--- src/rtl/wic_pmu_ctrl.sv ---
// Low-power sequencer: sleep ack, delayed CPU clock gating, PLL power-down for STOP, wake-up on WIC interrupt.
// Optional WIC_PMU_SLEEP_CNT_EN adds the pmu_sleep_cycles residency counter.
module wic_pmu_ctrl #(
  parameter int CLK_OFF_DLY = 4,
  parameter int WAKE_DLY    = 16,
  parameter int CNT_W       = 8
) (
  input  logic       wic_clk,
  input  logic       pad_cpu_rst,
  input  logic       cpu_pmu_sleep_req,
  input  logic       cpu_pmu_stop,
  input  logic       intraw_vld,
  output logic       pmu_cpu_sleep_ack,
  output logic       pmu_clk_gate_en,
  output logic       pmu_pll_pd,
  output logic       pmu_cpu_wakeup,
  output logic [2:0] pmu_state
`ifdef WIC_PMU_SLEEP_CNT_EN
  ,
  output logic [31:0] pmu_sleep_cycles
`endif
);

  typedef enum logic [2:0] {
    S_IDLE   = 3'd0,
    S_ACK    = 3'd1,
    S_DLY    = 3'd2,
    S_SLEEP  = 3'd3,
    S_PLL_UP = 3'd4,
    S_WAKE   = 3'd5
  } state_t;

  localparam logic [CNT_W-1:0] OFF_LOAD  = CNT_W'(CLK_OFF_DLY - 1);
  localparam logic [CNT_W-1:0] WAKE_LOAD = CNT_W'(WAKE_DLY - 1);
  localparam logic [CNT_W-1:0] CNT_ONE   = {{(CNT_W-1){1'b0}}, 1'b1};

  state_t           r_state;
  state_t           w_nxt;
  logic [CNT_W-1:0] r_cnt;
  logic             r_stop;
  logic             r_ack;
  logic             r_gate;
  logic             r_pd;
  logic             r_wake;
  logic             w_cnt_zero;

  assign w_cnt_zero = (r_cnt == {CNT_W{1'b0}});

  // Next-state decode; codes 6 and 7 fall into default and recover to IDLE.
  always_comb begin
    w_nxt = r_state;
    case (r_state)
      S_IDLE: begin
        if (cpu_pmu_sleep_req) w_nxt = intraw_vld ? S_WAKE : S_ACK;
        else                   w_nxt = S_IDLE;
      end
      S_ACK:    w_nxt = S_DLY;
      S_DLY: begin
        if (intraw_vld)      w_nxt = S_WAKE;
        else if (w_cnt_zero) w_nxt = S_SLEEP;
        else                 w_nxt = S_DLY;
      end
      S_SLEEP: begin
        if (intraw_vld) w_nxt = r_stop ? S_PLL_UP : S_WAKE;
        else            w_nxt = S_SLEEP;
      end
      S_PLL_UP: w_nxt = w_cnt_zero ? S_WAKE : S_PLL_UP;
      S_WAKE:   w_nxt = S_IDLE;
      default:  w_nxt = S_IDLE;
    endcase
  end

  // State, delay counter, stop latch and outputs registered from the next-state decode.
  always_ff @(posedge wic_clk) begin
    if (pad_cpu_rst) begin
      r_state <= S_IDLE;
      r_cnt   <= {CNT_W{1'b0}};
      r_stop  <= 1'b0;
      r_ack   <= 1'b0;
      r_gate  <= 1'b0;
      r_pd    <= 1'b0;
      r_wake  <= 1'b0;
    end else begin
      r_state <= w_nxt;
      r_ack   <= (w_nxt == S_ACK);
      r_gate  <= (w_nxt == S_SLEEP) || (w_nxt == S_PLL_UP);
      r_pd    <= (w_nxt == S_SLEEP) && r_stop;
      r_wake  <= (w_nxt == S_WAKE);
      if (r_state == S_IDLE && cpu_pmu_sleep_req && !intraw_vld) r_stop <= cpu_pmu_stop;
      else                                                        r_stop <= r_stop;
      // Zero is tested before decrementing, so the counter never wraps.
      case (r_state)
        S_ACK:    r_cnt <= OFF_LOAD;
        S_DLY:    r_cnt <= (!intraw_vld && !w_cnt_zero) ? (r_cnt - CNT_ONE) : r_cnt;
        S_SLEEP:  r_cnt <= (intraw_vld && r_stop) ? WAKE_LOAD : r_cnt;
        S_PLL_UP: r_cnt <= w_cnt_zero ? r_cnt : (r_cnt - CNT_ONE);
        default:  r_cnt <= r_cnt;
      endcase
    end
  end

  assign pmu_cpu_sleep_ack = r_ack;
  assign pmu_clk_gate_en   = r_gate;
  assign pmu_pll_pd        = r_pd;
  assign pmu_cpu_wakeup    = r_wake;
  assign pmu_state         = r_state;

`ifdef WIC_PMU_SLEEP_CNT_EN
  logic [31:0] r_sleep_cycles;

  // Gated-clock residency: cleared when a new sequence is acknowledged, saturating.
  always_ff @(posedge wic_clk) begin
    if (pad_cpu_rst) begin
      r_sleep_cycles <= 32'd0;
    end else if (w_nxt == S_ACK) begin
      r_sleep_cycles <= 32'd0;
    end else if ((r_state == S_SLEEP || r_state == S_PLL_UP) && r_sleep_cycles != 32'hFFFF_FFFF) begin
      r_sleep_cycles <= r_sleep_cycles + 32'd1;
    end else begin
      r_sleep_cycles <= r_sleep_cycles;
    end
  end

  assign pmu_sleep_cycles = r_sleep_cycles;
`endif

endmodule

--- config.mk ---
export PLATFORM = sky130hd
export DESIGN_NAME = wic_pmu_ctrl
export DESIGN_NICKNAME = d
export VERILOG_FILES = /design/src/rtl/wic_pmu_ctrl.sv
export SDC_FILE = /design/constraint.sdc
export NUM_CORES = 1
export LEC_CHECK = 0
export CAP_MARGIN = 20
export CORE_AREA = 2 2 49 51
export CTS_CLUSTER_DIAMETER = 200
export DETAILED_ROUTE_END_ITERATION = 10
export DIE_AREA = 0 0 51 53
export PLACE_DENSITY = 0.68
export RECOVER_POWER = 100
export SYNTH_ARGS = -nofsm -noshare
export SYNTH_HDL_FRONTEND = slang
export SYNTH_SLANG_ARGS = --single-unit
--- constraint.sdc ---
create_clock -name wic_clk -period 1.63 [get_ports wic_clk]
set_input_delay 0.489 -clock wic_clk [delete_from_list [all_inputs] [get_ports wic_clk]]
set_output_delay 0.489 -clock wic_clk [all_outputs]
set_load 0.05 [all_outputs]
==> results of run 1 <==
critical path: stages (launching register included):
cell	delay, ns
sky130_fd_sc_hd__dfxtp_2	0.33
sky130_fd_sc_hd__inv_2	0.08
sky130_fd_sc_hd__ha_4	0.13
sky130_fd_sc_hd__or4b_4	0.53
sky130_fd_sc_hd__nor2_4	0.19
sky130_fd_sc_hd__a211oi_4	0.09
sky130_fd_sc_hd__mux2_4	0.30
layer usage:
metal	track usage	vias to the layer above	routed length (um)
li1	-	463	-
met5	0	-	0
met1	0.254	472	1280
met2	0.400	22	1570
met3	0.0424	9	59
met4	0.171	0	99
power by group through the flow:
stage | combinational, mW | sequential, mW | clock [mW]
global placement | 1.74 | 0.642 | 0
finish | 2.36 | 0.629 | 0.228
floorplan | 1.04 | 0.728 | 0
detailed placement | 1.78 | 0.646 | 0
global route | 2.48 | 0.643 | 0.245
CTS | 1.97 | 0.646 | 0.237
final cells by class:
| class | count | area, sq um | share of cell area |
|---|---|---|---|
| multi-input combinational | 77 | 737 | 0.508 |
| sequential | 16 | 329 | 0.227 |
| timing repair buffer | 36 | 294 | 0.203 |
| tap | 28 | 35.0 | 0.0241 |
| inverter | 8 | 30.0 | 0.0207 |
| clock buffer | 3 | 22.5 | 0.0155 |
| clock inverter | 1 | 3.75 | 0.00259 |
repair_timing:
action                                  in CTS  in global routing
gates resized for setup                     10                 22
setup buffers                                2                  3
endpoints found under the setup margin       8                 13
gates cloned                                 0                  0
pin swaps                                    7                  7
cells by family (layout without fill, tap and decap cells):
| kind of cell | after synthesis | after routing | share of synthesized area |
|---|---|---|---|
| AOI/OAI and AO/OA | 33 | 33 | 0.292 |
| xor gates and xnor gates | 1 | 1 | 0.0166 |
| adders and majority gates | 2 | 2 | 0.0256 |
| buffers and inverters | 13 | 48 | 0.0575 |
| DFF | 16 | 16 | 0.327 |
| muxes | 4 | 4 | 0.0460 |
| and+or+nand+nor | 37 | 37 | 0.235 |
worst max path at each step:
stage | start | end | slack [ns]
finish | r_cnt[1] | pmu_clk_gate_en | -0.09
global route | r_cnt[1] | pmu_clk_gate_en | -0.14
CTS | r_cnt[1] | r_cnt[0] | -0.09
detailed placement | intraw_vld | r_cnt[2] | -0.36
global placement | intraw_vld | r_cnt[1] | -0.33
floorplan | pmu_state[2] | r_cnt[3] | -0.01
cell usage after synthesis (2+ instances only):
cell type and n:
sky130_fd_sc_hd__dfxtp_1 16, sky130_fd_sc_hd__inv_1 8, sky130_fd_sc_hd__nand2_1 7, sky130_fd_sc_hd__nor2b_1 7
sky130_fd_sc_hd__a211oi_1 5, sky130_fd_sc_hd__nor2_1 5, sky130_fd_sc_hd__a21oi_1 4, sky130_fd_sc_hd__buf_2 3
sky130_fd_sc_hd__mux2i_1 3, sky130_fd_sc_hd__nand3_1 3, sky130_fd_sc_hd__o21ai_0 3, sky130_fd_sc_hd__a221oi_1 2
sky130_fd_sc_hd__ha_1 2, sky130_fd_sc_hd__nor2_2 2, sky130_fd_sc_hd__o21a_1 2, sky130_fd_sc_hd__o32ai_2 2
flip-flops by register name, indices dropped and copies added, names as in the netlist:
name and flops:
r_cnt 8, pmu_state 3, pmu_cpu_sleep_ack 1, r_stop 1, pmu_pll_pd 1, pmu_clk_gate_en 1, pmu_cpu_wakeup 1
per-stage QoR:
stage / power, mW / utilization / TNS (ns) / cell area (sq um)
floorplan: 1.77 / - / -0.0151 / 1000
global placement: 2.38 / 0.622 / -3.84 / 1340
detailed placement: 2.42 / 0.622 / -4.32 / 1340
CTS: 2.86 / 0.663 / -0.388 / 1430
global route: 3.37 / 0.676 / -0.999 / 1450
finish: 3.21 / 0.676 / -0.388 / 1450
==> flow_results.org, run 1 <==
** Clock tree
- CTS clock-pin slew for the worst setup and hold paths :: 0.10 ns
- Maximum number of buffers from clock root to sink :: 2
- The tree is rooted in a sky130_fd_sc_hd__clkbuf_4.
- Sink count of the clock tree :: 16
- Clock tree from TritonCTS :: built
- At the later pin of the worst-skew pair, clock insertion delay measures 0.30 ns.
- # H-tree levels :: 1
- Hold repair after CTS inserted 0 buffers.
- Clock tree synthesis inserted a total of 3 buffers.

** Hold path
- For hold timing, the worst endpoint is r_cnt[6].
- Type of the worst min-delay path :: reg -> reg
- The worst hold path begins at r_cnt[6].
- Counting instances, the worst hold path has a depth of 2.

** Floorplanning
- The core region is 2150 sq um.
- Count of pins on the block boundary :: 12
- From bottom edge to top edge, the die measures 53 um.
- In this run the horizontal extent of the chip is 51 um.
- For this configuration, the core starts out at a cell density of 0.455.
- The die covers 2700 sq um.
- Rows :: 17

** STA
- Hold_ws :: 0.483 ns
- Tmin final :: 1.72 ns
- Final setup slack of the worst path :: -0.0946 ns
- Number of slew-limit violations in the final report :: 0
- At the pin with the least slew margin, the transition time is 0.565 ns.
- Static timing analysis puts the maximum clock frequency at 0.580 GHz.
- Of the available clock period, the critical path in the final layout requires 1.06.
- Setup violations remaining at the end of the flow were counted as 8.
- Relative max-transition margin :: 0.622
- Setup repair after global routing could not meet its margin everywhere.
- The final-report hold violation count is 0.
- Across the routed clock network, the largest skew measured is 0.00727 ns.

** Pwr
- Pleak :: 0.581 nW
- Net switching fraction of the power :: 0.467
- The internal power of the cells totals 1.71 mW.
- Of the total power, combinational logic draws 0.733.
- IR drop worst, VDD :: 1310 uV
- Part of the power in the clock network :: 0.071
- NetSw :: 1.50 mW
- Of the total power, registers draw 0.196.
- For this design the ratio of total power to cell area is 2210 nW/um^2.

** Synth
- After synthesis, the mean cell area works out to 9.23 sq um.
- Post-synth design cell area :: 978 sq um
- The netlist uses 48 different library cells.
- After synthesis the netlist holds a flip-flop and latch count of 16.
- The most used flip-flop cell after synthesis is sky130_fd_sc_hd__dfxtp_1.
- Dominant cells by area after synthesis :: sky130_fd_sc_hd__dfxtp_1 (33%), sky130_fd_sc_hd__nor2b_1 (4.5%), sky130_fd_sc_hd__a211oi_1 (3.8%)
- Synthesis produced a netlist whose cell count is 106.
- Net count of the mapped netlist :: 113
- sky130_fd_sc_hd__dfxtp_1 takes more of the synthesized area than any other cell.
- Post-synth EDFFs :: 0
- Yosys warning total :: 0
- Of the post-synthesis cell area, the dominant cell type holds 0.327.
- In the synthesized netlist the async set-or-reset flop fraction comes to 0.
- Fraction of the yosys area taken by sequential cells :: 0.327

** Detailed routing
- Initial DRT Pass Iterations :: 4
- Detailed-route wire length per cell :: 17.8 um
- Across all layers, the routed design uses 966 vias.
- Violation count after the first detailed-route iteration :: 9
- Vias per cell :: 5.72
- Total routed wirelength :: 3010 um
- Post-route ant nets :: 0
- Post-detailed-route DRC marker count :: 0

** Worst setup path
- Kind of end point of the critical path :: flop
- CP Class :: reg -> reg
- The worst register-to-register path begins at r_cnt[1].
- STA classifies the critical path startpoint as a flop.
- The worst register-to-register path ends at pmu_clk_gate_en.
- For the worst setup path, the data required time is 1.83 ns.
- Worst Reg-to-Reg Cells :: 6
- Minimum setup slack among reg-to-reg paths :: -0.09 ns
- Along the worst path, the maximum fanout reaches 4.
- Arrival time of data at the critical path endpoint :: 1.93 ns

** Place
- Buffers placed on the I/O ports in this run total 11.
- The congestion estimate from routability-driven global placement came to 0.860.
- HPWL reported at the end of detailed placement :: 1860 um
- Post-Place Cells :: 160
- Pre-CTS worst setup slack :: -0.362 ns

** Layout
- Fraction of final layout cells sized beyond drive strength 1 :: 0.525
- Number of diodes added for antenna fixing :: 0
- Leaving out fill and tap cells, the most frequent cell in the layout is sky130_fd_sc_hd__buf_4.
- P&R area growth vs syn :: 48.3%
- Number of inserted filler cells in the final layout :: 165
- Post-route insts no fill :: 169
- After the last flow step, the layout net total stands at 149.
- Most frequent cells in the layout :: sky130_fd_sc_hd__buf_4 (22), sky130_fd_sc_hd__dfxtp_1 (11)

** Global routing
- The total overflow left after global routing is 0.
- The first global-routing pass estimated 4500 um of wire.
- Number of global-route vias before repair :: 932
- Entering global routing, the biggest net connects 13 pins.
- Number of antenna violations at the first check in global routing :: 0
- Total track usage :: 0.232

** Run
- The tool flagged a number of max-cap violations equal to 0.

** Status
- Outcome :: complete, but fails checks
- The checks that failed: negative setup slack.
(Power assumes the default switching activity.)
==> run 2, diff against run 1 <==
Settings changed: CORE_AREA 2 2 49 51 to 10 10 55 57, DIE_AREA 0 0 51 53 to 0 0 65 67, GPL_TIMING_DRIVEN set to 0, PLACE_DENSITY 0.68 to 0.7.
Clock period 1.63 ns to 1.95 ns, I/O delays scaled along.
==> flow_results.org, run 2 (synthesis gave the netlist of run 1 again) <==
** Hold path
- The worst hold path belongs to the class reg -> reg.
- The worst hold path depth was 2 (unchanged).

** Detailed routing
- Detailed-route wire length per cell :: 14.7 um (-18%)
- Vias per cell :: 5.70 (-0.35%)
- Post-detailed-route DRC marker count :: 0 (unchanged)
- Initial DRT Pass Iterations :: 4 (unchanged)
- Violation count after the first detailed-route iteration :: 22 (+13)
- The final routed wirelength across all metal layers is 2170 um (-28%).
- The detailed-route via count is 843 (-13%).
- Post-route ant nets :: 0 (unchanged)

** Worst setup path
- The worst setup path is captured at an output pin.
- Cell chain of the critical path :: dlygate4sd2_1
- Crit path depth :: 1 (-5)
- Maximum net fanout on the critical path :: 4 (unchanged)
- Top Family by Delay on Critical Path :: buffers and inverters
- The critical path arrival is 1.27 ns (-0.66 ns).
- Slowest-stage cell, CP :: sky130_fd_sc_hd__dlygate4sd2_1
- Launching element type of the critical path :: flop
- Longest individual stage delay on the worst path :: 0.56 ns (+0.03 ns)
- The number of buffer and inverter instances along the worst setup path came to 1 (unchanged).
- Worst Reg-to-Reg Cells :: 6 (unchanged)
- Worst endpoint required time :: 1.36 ns (-0.47 ns)
- CP Class :: reg -> out

** Clock tree
- # H-tree levels :: 1 (unchanged)
- Cts hold-fix bufs :: 0 (unchanged)
- The deepest clock path buffer count was 2 (unchanged).
- The number of buffers created by CTS came to 3 (unchanged).
- TritonCTS built the clock tree.
- The clock transition time at the flip-flop clock pins of the worst setup and hold paths is 0.08 ns (-0.02 ns).
- Skew-Pair Late Insertion Delay :: 0.29 ns (about the same)
- Clock root cell :: sky130_fd_sc_hd__clkbuf_4
- The number of setup buffers added after CTS is 0 (-2).
- Sink count of the clock tree :: 16 (unchanged)

** Run
- The number of max-capacitance violations reported was 0 (unchanged).

** Global routing
- GRT overflow :: 0 (unchanged)
- Number of global-route vias before repair :: 809 (-13%)
- Total track usage :: 0.106 (-0.126)
- The first-pass GRT wire length came to 3750 um (-17%).
- Number of antenna violations at the first check in global routing :: 0 (unchanged)
- Maximum number of pins on one net before global-route repair :: 11 (-2)

** Layout
- Counting flops per register, the top entry is r_cnt.
- The fraction of final layout cells sized beyond drive strength 1 was 0.198 (-0.326).
- Utilization of the core after routing :: 0.602 (-0.0731)
- Leaving out fill and tap cells, the most frequent cell in the layout is sky130_fd_sc_hd__dfxtp_1.
- Most frequent cells in the layout :: sky130_fd_sc_hd__dfxtp_1 (16), sky130_fd_sc_hd__inv_1 (8), sky130_fd_sc_hd__nor2b_1 (7), sky130_fd_sc_hd__nand2_1 (7), sky130_fd_sc_hd__dlygate4sd2_1 (6)
- P&R area growth vs syn :: 19.6%
- Number of diodes added for antenna fixing :: 0 (unchanged)
- Flip-flop count of the largest register after layout :: 8 (unchanged)
- The count of nets after finishing is 129 (-13%).

** Floorplanning
- Overall die area :: 4360 sq um (+61%)
- Area of the placeable core :: 1940 sq um (-9.6%)
- The vertical die dimension is 67 um (+26%).
- Die Span X :: 65 um (+27%)
- The top-level port count is 12 (unchanged).
- Starting density of the core :: 0.504 (+0.0484)
- Rows :: 16 (-1)

** STA
- The final clock skew is 0.00656 ns (-0.000713 ns).
- The tightest slew margin relative to the limit came to 0.640 (+0.0176).
- Setup repair after global routing could not meet its margin everywhere.
- The actual transition at the worst max-transition pin came to 0.540 ns (-0.0249 ns).
- Crit share post-route :: 0.952
- The final max-slew violation count came to 0 (unchanged).
- The worst slack on hold paths is 0.473 ns (-0.00973 ns).
- The final count of negative-setup-slack endpoints came to 0 (-8).
- For this run, the top clock speed supported by timing is 0.539 GHz.
- Tmin final :: 1.86 ns
- Final number of hold-violating endpoints :: 0 (unchanged)

** Pwr
- Power density over the cells :: 1630 nW/um^2 (-27%)
- Pleak :: 0.463 nW (-20%)
- IR drop worst, VDD :: 1010 uV (-23%)

** Place
- HPWL reported at the end of detailed placement :: 1620 um (-13%)
- Port buffer count :: 11 (unchanged)
- The global placer's final weighted congestion was 0.819 (-4.7%).

** Status
- Outcome :: finished, final reports clean
-- run 2: cell types whose count changed in the layout (fill, tap and decap cells not counted), sizes merged --
| cell | before | now |
|---|---|---|
| dlygate4sd2 | 0 | 6 |
| clkbuf | 9 | 5 |
| buf | 26 | 4 |
| clkdlybuf4s15 | 0 | 1 |
| clkinv | 1 | 0 |
-- run 2: stage by stage --
step | instance area, sq um | worst slack [ns] | power (mW) | setup TNS [ns] | cells
6_report | 1170 | 0.0943 | 1.90 | 0 | 148
5_1_grt | 1170 | -0.00851 | 2.05 | -0.00851 | 148
4_1_cts | 1150 | -0.0271 | 1.89 | -0.0271 | 148
3_5_place_dp | 1120 | -0.336 | 1.68 | -1.88 | 144
3_3_place_gp | 1120 | -0.370 | 1.67 | -2.01 | 144
2_1_floorplan | 978 | 0.0197 | 1.43 | 0 | 106
-- run 2: per-layer routing --
layer	global-route usage	share of wire
met1	0.129	0.47
met3	0.0418	0.040
met4	0.0267	0.0097
met2	0.169	0.48
met5	0	0
-- run 2: what timing repair did --
action                                  CTS  global route
hold endpoints to repair                  0             0
endpoints found under the setup margin    8             3
gates resized for setup                   7             3
-- run 2: final cells by class --
type / instances / area [sq um]
fill: 184 / 772
multi-input combinational: 77 / 618
sequential: 16 / 320
timing repair buffer: 11 / 105
clock buffer: 4 / 36.3
tap: 27 / 33.8
inverter: 8 / 30.0
buffer: 5 / 26.3
-- run 2: worst paths after layout --
kind,end,slack (ns),start
setup / recovery,pmu_state[1],0.09,pmu_state[1]
hold / removal,pmu_pll_pd,0.47,r_stop
setup reg to reg,r_cnt[1],0.11,r_cnt[0]
hold reg to reg,pmu_pll_pd,0.47,r_stop
-- run 2: report_power, final --
group / switching, mW / internal [mW]
registers: 0.0813 / 0.415
clock network: 0.101 / 0.114
logic: 0.709 / 0.482
